--- config.mk ---
export PLATFORM = sky130hd
export DESIGN_NAME = network_sequencer_flat
export DESIGN_NICKNAME = d
export VERILOG_FILES = /design/src/rtl/network_sequencer_if.sv /design/src/rtl/network_sequencer.sv /design/src/flat_wrapper.sv
export SDC_FILE = /design/constraint.sdc
export NUM_CORES = 1
export LEC_CHECK = 0
export ABC_AREA = 1
export CAP_MARGIN = 10
export CORE_UTILIZATION = 42
export CTS_BUF_LIST = sky130_fd_sc_hd__clkbuf_4 sky130_fd_sc_hd__clkbuf_8 sky130_fd_sc_hd__clkbuf_16
export DETAILED_ROUTE_END_ITERATION = 8
export PLACE_DENSITY = 0.83
export SYNTH_ARGS = -nofsm -noshare
export SYNTH_HDL_FRONTEND = slang
export SYNTH_SLANG_ARGS = --single-unit
--- constraint.sdc ---
create_clock -name clk -period 1.58 [get_ports clk]
set_input_delay 0.237 -clock clk [delete_from_list [all_inputs] [get_ports clk]]
set_output_delay 0.237 -clock clk [all_outputs]
set_load 0.05 [all_outputs]
--- src/rtl/network_sequencer_if.sv ---
// network_sequencer_if
// Handshake bundle between the network sequencer, its upstream sample source
// and its downstream result consumer.
//
// Parameters:
//   INPUT_SIZE   number of values per input sample
//   OUTPUT_SIZE  number of values per inference result
//
// Signals:
//   in_valid   upstream sample available
//   in_ready   sequencer can accept a sample
//   in_data    sample values
//   out_valid  result held on out_data
//   out_ready  downstream accepts result
//   out_data   latched inference result
//
// Modports:
//   master  the side that supplies samples and consumes results
//   slave   the sequencer itself
interface network_sequencer_if #(
  parameter int INPUT_SIZE  = 2,
  parameter int OUTPUT_SIZE = 1
);
  logic               in_valid;
  logic               in_ready;
  logic signed [31:0] in_data [0:INPUT_SIZE-1];
  logic               out_valid;
  logic               out_ready;
  logic signed [31:0] out_data [0:OUTPUT_SIZE-1];

  modport master (
    output in_valid, in_data, out_ready,
    input  in_ready, out_valid, out_data
  );

  modport slave (
    input  in_valid, in_data, out_ready,
    output in_ready, out_valid, out_data
  );
endinterface

--- src/rtl/network_sequencer.sv ---
// network_sequencer
// Drives one stochastic-network inference per accepted sample: latches the
// sample onto the network inputs, waits for the generator/layer pipeline to
// fill, flushes the integrators, lets the bitstream run for STREAM_LEN
// cycles, captures the integrators and finally presents the network output
// until the downstream side takes it.
//
// Parameters:
//   INPUT_SIZE   values per input sample
//   OUTPUT_SIZE  values per inference result
//   STREAM_LEN   bitstream cycles integrated per inference (1..65535)
//   SETTLE_LEN   pipeline fill cycles before the flush (1..255)
//
// Ports:
//   clk           rising-edge clock
//   n_rst         asynchronous active-low reset
//   bus           sample/result handshakes (network_sequencer_if.slave)
//   net_input     registered sample values driven to the network
//   compute       integrator flush/capture strobe to the network
//   net_output    network result values
//   busy          high whenever the sequencer is not idle
//   sample_count  completed inferences
//
// Optional feature:
//   NETWORK_SEQUENCER_COUNT_EN  when defined, sample_count counts result
//                               handshakes (wrapping at 2^32); otherwise it
//                               is tied to zero and no counter exists.
module network_sequencer #(
  parameter int INPUT_SIZE  = 2,
  parameter int OUTPUT_SIZE = 1,
  parameter int STREAM_LEN  = 256,
  parameter int SETTLE_LEN  = 4
) (
  input  logic               clk,
  input  logic               n_rst,
  network_sequencer_if.slave bus,
  output logic signed [31:0] net_input [0:INPUT_SIZE-1],
  output logic               compute,
  input  logic signed [31:0] net_output [0:OUTPUT_SIZE-1],
  output logic               busy,
  output logic [31:0]        sample_count
);

  typedef enum logic [2:0] {
    IDLE,
    SETTLE,
    FLUSH,
    RUN,
    CAPTURE,
    WAIT,
    DONE
  } state_t;

  localparam logic [15:0] SETTLE_LAST = 16'(SETTLE_LEN - 1);
  localparam logic [15:0] STREAM_LAST = 16'(STREAM_LEN - 1);

  state_t      state;
  logic [15:0] cycle_cnt;

  // Sequencer FSM. All outputs are registered and updated on the transition
  // into the state they belong to, so compute is a clean flop output with one
  // high cycle in FLUSH and one in CAPTURE. The cycle counter restarts from
  // zero on every state entry; it only advances in the timed states and
  // leaves them at LEN-1, so it can never wrap.
  always_ff @(posedge clk or negedge n_rst) begin
    if (!n_rst) begin
      state         <= IDLE;
      cycle_cnt     <= '0;
      compute       <= 1'b0;
      busy          <= 1'b0;
      bus.in_ready  <= 1'b1;
      bus.out_valid <= 1'b0;
      net_input     <= '{default: '0};
      bus.out_data  <= '{default: '0};
    end else begin
      case (state)
        IDLE: begin
          cycle_cnt <= '0;
          if (bus.in_valid) begin
            net_input    <= bus.in_data;
            busy         <= 1'b1;
            bus.in_ready <= 1'b0;
            state        <= SETTLE;
          end
        end
        SETTLE: begin
          if (cycle_cnt == SETTLE_LAST) begin
            cycle_cnt <= '0;
            compute   <= 1'b1;
            state     <= FLUSH;
          end else begin
            cycle_cnt <= cycle_cnt + 16'd1;
          end
        end
        // The flush strobe throws away whatever the integrators collected
        // while the pipeline was still filling with the previous sample.
        FLUSH: begin
          cycle_cnt <= '0;
          compute   <= 1'b0;
          state     <= RUN;
        end
        RUN: begin
          if (cycle_cnt == STREAM_LAST) begin
            cycle_cnt <= '0;
            compute   <= 1'b1;
            state     <= CAPTURE;
          end else begin
            cycle_cnt <= cycle_cnt + 16'd1;
          end
        end
        CAPTURE: begin
          cycle_cnt <= '0;
          compute   <= 1'b0;
          state     <= WAIT;
        end
        // One extra cycle lets the network's output register reflect the
        // capture before we sample it.
        WAIT: begin
          cycle_cnt     <= '0;
          bus.out_data  <= net_output;
          bus.out_valid <= 1'b1;
          state         <= DONE;
        end
        DONE: begin
          cycle_cnt <= '0;
          if (bus.out_ready) begin
            bus.out_valid <= 1'b0;
            bus.in_ready  <= 1'b1;
            busy          <= 1'b0;
            state         <= IDLE;
          end
        end
        default: begin
          cycle_cnt     <= '0;
          compute       <= 1'b0;
          busy          <= 1'b0;
          bus.in_ready  <= 1'b1;
          bus.out_valid <= 1'b0;
          state         <= IDLE;
        end
      endcase
    end
  end

`ifdef NETWORK_SEQUENCER_COUNT_EN
  logic [31:0] count_q;

  // Counts result handshakes; out_valid is high exactly when in DONE.
  always_ff @(posedge clk or negedge n_rst) begin
    if (!n_rst) begin
      count_q <= '0;
    end else if (state == DONE && bus.out_ready) begin
      count_q <= count_q + 32'd1;
    end
  end

  assign sample_count = count_q;
`else
  assign sample_count = '0;
`endif

endmodule

--- src/flat_wrapper.sv ---
// flat-port wrapper written by rule: the top's interface ports become plain ports
module network_sequencer_flat 
#(
  parameter int INPUT_SIZE  = 2,
  parameter int OUTPUT_SIZE = 1,
  parameter int STREAM_LEN  = 256,
  parameter int SETTLE_LEN  = 4
)
  (clk, n_rst, net_input, compute, net_output, busy, sample_count, bus_in_valid, bus_in_data, bus_out_ready, bus_in_ready, bus_out_valid, bus_out_data);
  network_sequencer_if #(.INPUT_SIZE(INPUT_SIZE), .OUTPUT_SIZE(OUTPUT_SIZE)) bus_i ();
  input  logic clk;
  input  logic n_rst;
  output logic signed [31:0] net_input[0:INPUT_SIZE-1];
  output logic compute;
  input  logic signed [31:0] net_output[0:OUTPUT_SIZE-1];
  output logic busy;
  output logic [31:0] sample_count;
  input wire logic [$bits(bus_i.in_valid)-1:0] bus_in_valid;
  input wire logic [$bits(bus_i.in_data)-1:0] bus_in_data;
  input wire logic [$bits(bus_i.out_ready)-1:0] bus_out_ready;
  output wire logic [$bits(bus_i.in_ready)-1:0] bus_in_ready;
  output wire logic [$bits(bus_i.out_valid)-1:0] bus_out_valid;
  output wire logic [$bits(bus_i.out_data)-1:0] bus_out_data;
  assign bus_i.in_valid = bus_in_valid;
  assign bus_i.in_data = {>>{bus_in_data}};
  assign bus_i.out_ready = bus_out_ready;
  assign bus_in_ready = bus_i.in_ready;
  assign bus_out_valid = bus_i.out_valid;
  assign bus_out_data = {>>{bus_i.out_data}};
  network_sequencer #(.INPUT_SIZE(INPUT_SIZE), .OUTPUT_SIZE(OUTPUT_SIZE), .STREAM_LEN(STREAM_LEN), .SETTLE_LEN(SETTLE_LEN)) u_core (.clk(clk), .n_rst(n_rst), .bus(bus_i), .net_input(net_input), .compute(compute), .net_output(net_output), .busy(busy), .sample_count(sample_count));
endmodule
# Yosys cells after proc, flatten, opt, wreduce, memory -nomap -nowiden
# Cells that the tools add are included.
# word_totals
register_bits	119
latchBits	0
ramBits	0
romBits	0
in_bits	100
out_inout_bits	132
memories	0
# op_classes
addsub	1
mul	0
div_mod_pow	0
n_lt_le_gt_ge	0
eq_ne	12
n_shift	0
n_mux	18
bitwise_logic	3
reduce_logical	9
# op_table
op	n
$mux W16	2
$pmux W16 S2	1
$pmux W3 S7	1
$add A16 B1 Y16 const B	1
$eq A16 B2 Y1 const B	1
$eq A16 B8 Y1 const B	1
$mux W3	4
$pmux W1 S3	4
$reduce_or A5 Y1	2
$eq A3 B3 Y1 const B	3
$eq A3 B2 Y1 const B	2
$mux W1	6
$reduce_and A3 Y1	2
$ne A2 B1 Y1 const B	2
$ne A2 B2 Y1 const B	2
$reduce_and A2 Y1	2
$reduce_and A4 Y1	1
$eq A3 B1 Y1 const B	1
$logic_not A3 Y1	1
$not A1 Y1	3
$reduce_or A3 Y1	1

# Depth between registers and ports, before layout
# depth
ltp_word	4
depth_mapped	10
depth_no_buf	10

# Worst setup path after synthesis
# No wires, ideal clock.
# synth_path
path_type	register to register
start	reg u_core.cycle_cnt[0]
end	reg u_core.state[0]
t_arrival_ps	1341
required_time_ps	1462
slack_ps	122
stages_incl_launch_ff	10
n_path_buf	1
path_cell_list	dfrtp_1 > ha_1 > nand3_2 > nor2_4 > nand2_2 > nand2_4 > nand2_2 > inv_4 > buf_12 > nand2_2
# synth_via
elab_chain_len	3
word_cells_on_any_way	5
cone_classes	eq/ne: 4; reduce/logical: 1
# synth_rtl
element	line_no	rtl
start, declared	network_sequencer.sv:58	logic [15:0] cycle_cnt;
start signal, assigned	network_sequencer.sv:92	cycle_cnt <= cycle_cnt + 16'd1;
start signal, assigned	network_sequencer.sv:108	cycle_cnt <= cycle_cnt + 16'd1;
$eq A16 B8 Y1 or $eq A16 B2 Y1 (tied branches)	network_sequencer.sv:103, network_sequencer.sv:87	
$ne A2 B1 Y1 (no line)	--	
$reduce_and A4 Y1 (no line) *	--	
end signal, assigned	network_sequencer.sv:100	state <= RUN;
end signal, assigned	network_sequencer.sv:106	state <= CAPTURE;
end signal, assigned	network_sequencer.sv:114	state <= WAIT;
end, declared	network_sequencer.sv:57	state_t state;
# Every way passes the cells marked *; elsewhere a longest branch is shown, timed or not.
# A chain may end at the register's enable or synchronous reset.

# Worst setup path after layout
# layout_path
start	reg u_core.cycle_cnt[0]
end	reg u_core.state[1]
# The elaborated chain is that of the path after synthesis.

==> out/qor.yml <==
setup_path:
  crit_arrival_ns: 1.79
  regToRegSetupSlack_ns: 0.09
  worst-r2r-cell-count: 9
  buffers_inverters_on_critical_path: 1
  critical_path_peak_fanout: 5
  r2r_end: "u_core.state[1]"
  worstSetupPathType: "register to register"
  critPathLaunchType: "register"
  path_delay_family: "simple AND/OR/NAND/NOR gates"
  crit_path_top_delay_cell: "dfrtp_1"
  r2r-start: "u_core.cycle_cnt[0]"
  timing.critical_path.slowest_cell_delay_ns: 0.43
  path_common_cell: "nand2_1"
  cp_data_required_time_ns: 1.88
  cp_cell_sequence: "ha_4 > nand3_2 > nor2_4 > nand2_2 > nand2_4 > buf_4 > nand3_1 > nand2_1 > nand2_1"
  critPathCaptureType: "register"
placement:
  portBuffers: 199
  hpwl_dp_um: 8837
  dpl_worst_slack_ns: 0.03808
  dp_cells: 948
  globalplace.congestion: 0.8159
timing:
  fmax_mhz: 671.0
  setup_viol: 0
  period_share: 0.9433
  fin_crit_ns: 1.490
  rsz0062_at_grt: "no"
  skew_ns: 0.008055
  number_of_pins_exceeding_their_max_slew_limit_in_the_final_report: 0
  setup_ws_ns: 0.08960
  final_hold_viol_count: 0
  final.setup.tns_ns: 0
floorplanning:
  effective_utilization_at_floorplan: 0.4312
  die-height_um: 113.1
  dieArea_sq_um: 12780
  die_w_um: 113.1
  num_rows: 40
  top_level_ports: 232
  core_area_sq_um: 12010
routing:
  drt_pre_antenna_iters: 4
  average_routed_wire_per_standard_cell_um: 12.85
  route.detailed.drc: 0
  antenna_violating_nets_post_route: 0
  num_vias: 4461
  wl_um: 12600
  via_per_inst: 4.547
  drt_iter0_markers: 188
pwr:
  ir_worst_vdd_mv: 0.5145
  power_leakage_nw: 3.918
  powerDensity_nw_per_um2: 930.0
  p_switching_mw: 1.762
  report.power.total_mw: 7.073
  netSwitchingFraction: 0.2491
  comb_power_share: 0.071
  power_report.internal_total_mw: 5.311
  clkPwrFrac: 0.498
  sequentialPowerShare: 0.432
cts:
  cts_tree: "built"
  clock_insertion_delay_worst_skew_ns: 0.41
  ctsRootBufferMaster: "clkbuf_16"
  cts_inserted_buffers: 17
  cts.repair_timing.setup_buffer_count: 0
  clock_tree.buffer_depth: 2
  cts.reportedPaths.clkPinSlew_ns: 0.06
  h-tree-depth: 4
  cts.sink_count: 119
layout:
  antennaDiodeCount: 0
  nets: 922
  filler_cell_count: 994
  post_synthesis_to_final_layout_area_growth_pct: 46.84
  instances_no_fill: 981
  seq_area_sq_um: 2979
  drive_gt1_frac: 0.2086
  multi_input_comb_area_sq_um: 1884
yosys:
  synth_area_leaders: "dfrtp_1, nand2_1, buf_4, nor2_1, buf_2"
  yosys.area.top_type_share: 0.5700
  synth-edff-count: 0
  synth_area_per_cell_sq_um: 8.478
  netlist.top_cell.by_area: "dfrtp_1"
  postSynth.asyncResetShare: 1.000
  synthesis.area_sq_um: 5180
  synth_sequential_area_ratio: 0.5751
  postSynthCellCount: 611
  yosys.cell_count.top_type: "nand2_1"
  main_synth_ff_type: "dfrtp_1"
  ys_top_cells_by_count: "nand2_1, dfrtp_1, buf_4"
  yosys_warnings: 0
  ys_ff_latch: 119
  synth_cell_type_count: 31
grt:
  grt_util_all_layers: 0.2065
  wire_length_of_the_first_global_routing_pass_um: 20560
  grt_pass1_vias: 4363
  antenna_found_initial: 0
  globalRouteOverflowTotal: 0
  maximum_number_of_pins_on_one_net_before_global_route_repair: 67
status:
  outcome: "finished clean"
run:
  max_cap_viol_count: 0
hold_path:
  worst_hold_path_type: "input pin to asynchronous set/reset pin"
[power by group through the flow]
stage / sequential (mW) / clock [mW] / combinational (mW)
6_report: 3.05 / 3.52 / 0.500
5_1_grt: 3.05 / 3.74 / 0.534
4_1_cts: 3.05 / 3.58 / 0.506
3_5_place_dp: 3.11 / 0 / 0.502
3_3_place_gp: 3.11 / 0 / 0.500
2_1_floorplan: 3.12 / 0 / 0.229
[worst register-to-register path: stages, from the launching register on]
cell	delay (ns)
dfrtp_1	0.43
ha_4	0.19
nand3_2	0.15
nor2_4	0.16
nand2_2	0.07
nand2_4	0.06
buf_4	0.12
nand3_1	0.08
nand2_1	0.07
nand2_1	0.05
[cell families after synthesis]
logic type	count (synthesis)	synth area share
other	1	0.0007239
buffers and inverters	75	0.08720
AOI/OAI and AO/OA	10	0.01135
DFF	119	0.5751
adders and majority gates	1	0.002415
xor gates and xnor gates	9	0.01522
and+or+nand+nor	396	0.3080
[layout make-up]
class | instances | share of cell area
clock buffers | 17 | 0.05593
flip-flops and latches | 119 | 0.3917
clock inverters | 15 | 0.01563
inverters | 22 | 0.01217
multi-input cells | 448 | 0.2477
well taps | 147 | 0.02418
repair buffers | 213 | 0.2527
[layer usage]
metal | routed length (um) | vias to the layer above | part of all wire | track usage
li1 | - | 2217 | - | -
met1 | 5184 | 2042 | 0.41 | 0.2472
met2 | 6219 | 184 | 0.49 | 0.3431
met3 | 998 | 18 | 0.079 | 0.07927
met4 | 201 | 0 | 0.016 | 0.06754
met5 | 0 | - | 0 | 0
[sequential cells by signal, summed over array words and instances (netlist names)]
register              count
u_core.bus.out_valid      1
u_core.compute            1
u_core.net_input         64
u_core.cycle_cnt         16
u_core.state              3
u_core.bus.in_ready       1
u_core.bus.out_data      32
u_core.busy               1
[what timing repair did]
action	4_1_cts	5_1_grt
endpoints found under the setup margin	0	18
endpoints found under the hold margin	25	0
gates resized for setup	0	7
hold buffers	1	0
[placed cells by master (no fill, tap or decap), drive strengths merged, types with 2 or more instances in the layout]
cell and instances:
nand2 336, clkbuf 17, nor3 6, nand4 6, buf 114, xnor2 3, dfrtp 118, o21ai 5
nor2 37, conb 32, clkdlybuf4s50 98, inv 28, xor2 6, clkinv 3, clkinvlp 6, nand3 11
a21oi 2
[stage by stage]
| stage | hold WS, ns | instance area (sq um) | util |
|---|---|---|---|
| after floorplan | -0.05859 | 5296 | - |
| after global routing | 0.3164 | 7606 | 0.6332 |
| after global placement | 0.1906 | 7025 | 0.5849 |
| after CTS | 0.2997 | 7580 | 0.6310 |
| after detailed placement | 0.1951 | 7025 | 0.5849 |
| final | 0.2900 | 7606 | 0.6332 |
[how the worst max path moves through the flow]
stage                        startpoint              endpoint  slack (ns)  depth (start not counted)
global route        u_core.cycle_cnt[0]        u_core.compute      0.0005                          9
floorplan           u_core.cycle_cnt[0]       u_core.state[0]        0.12                          9
detailed placement  u_core.cycle_cnt[0]  u_core.cycle_cnt[14]        0.04                          8
global placement    u_core.cycle_cnt[0]        u_core.compute        0.09                          9
CTS                 u_core.cycle_cnt[0]  u_core.cycle_cnt[14]        0.02                          8
finish              u_core.cycle_cnt[0]       u_core.state[1]        0.09                          9
Note: power is estimated with default switching activity, not from simulation.
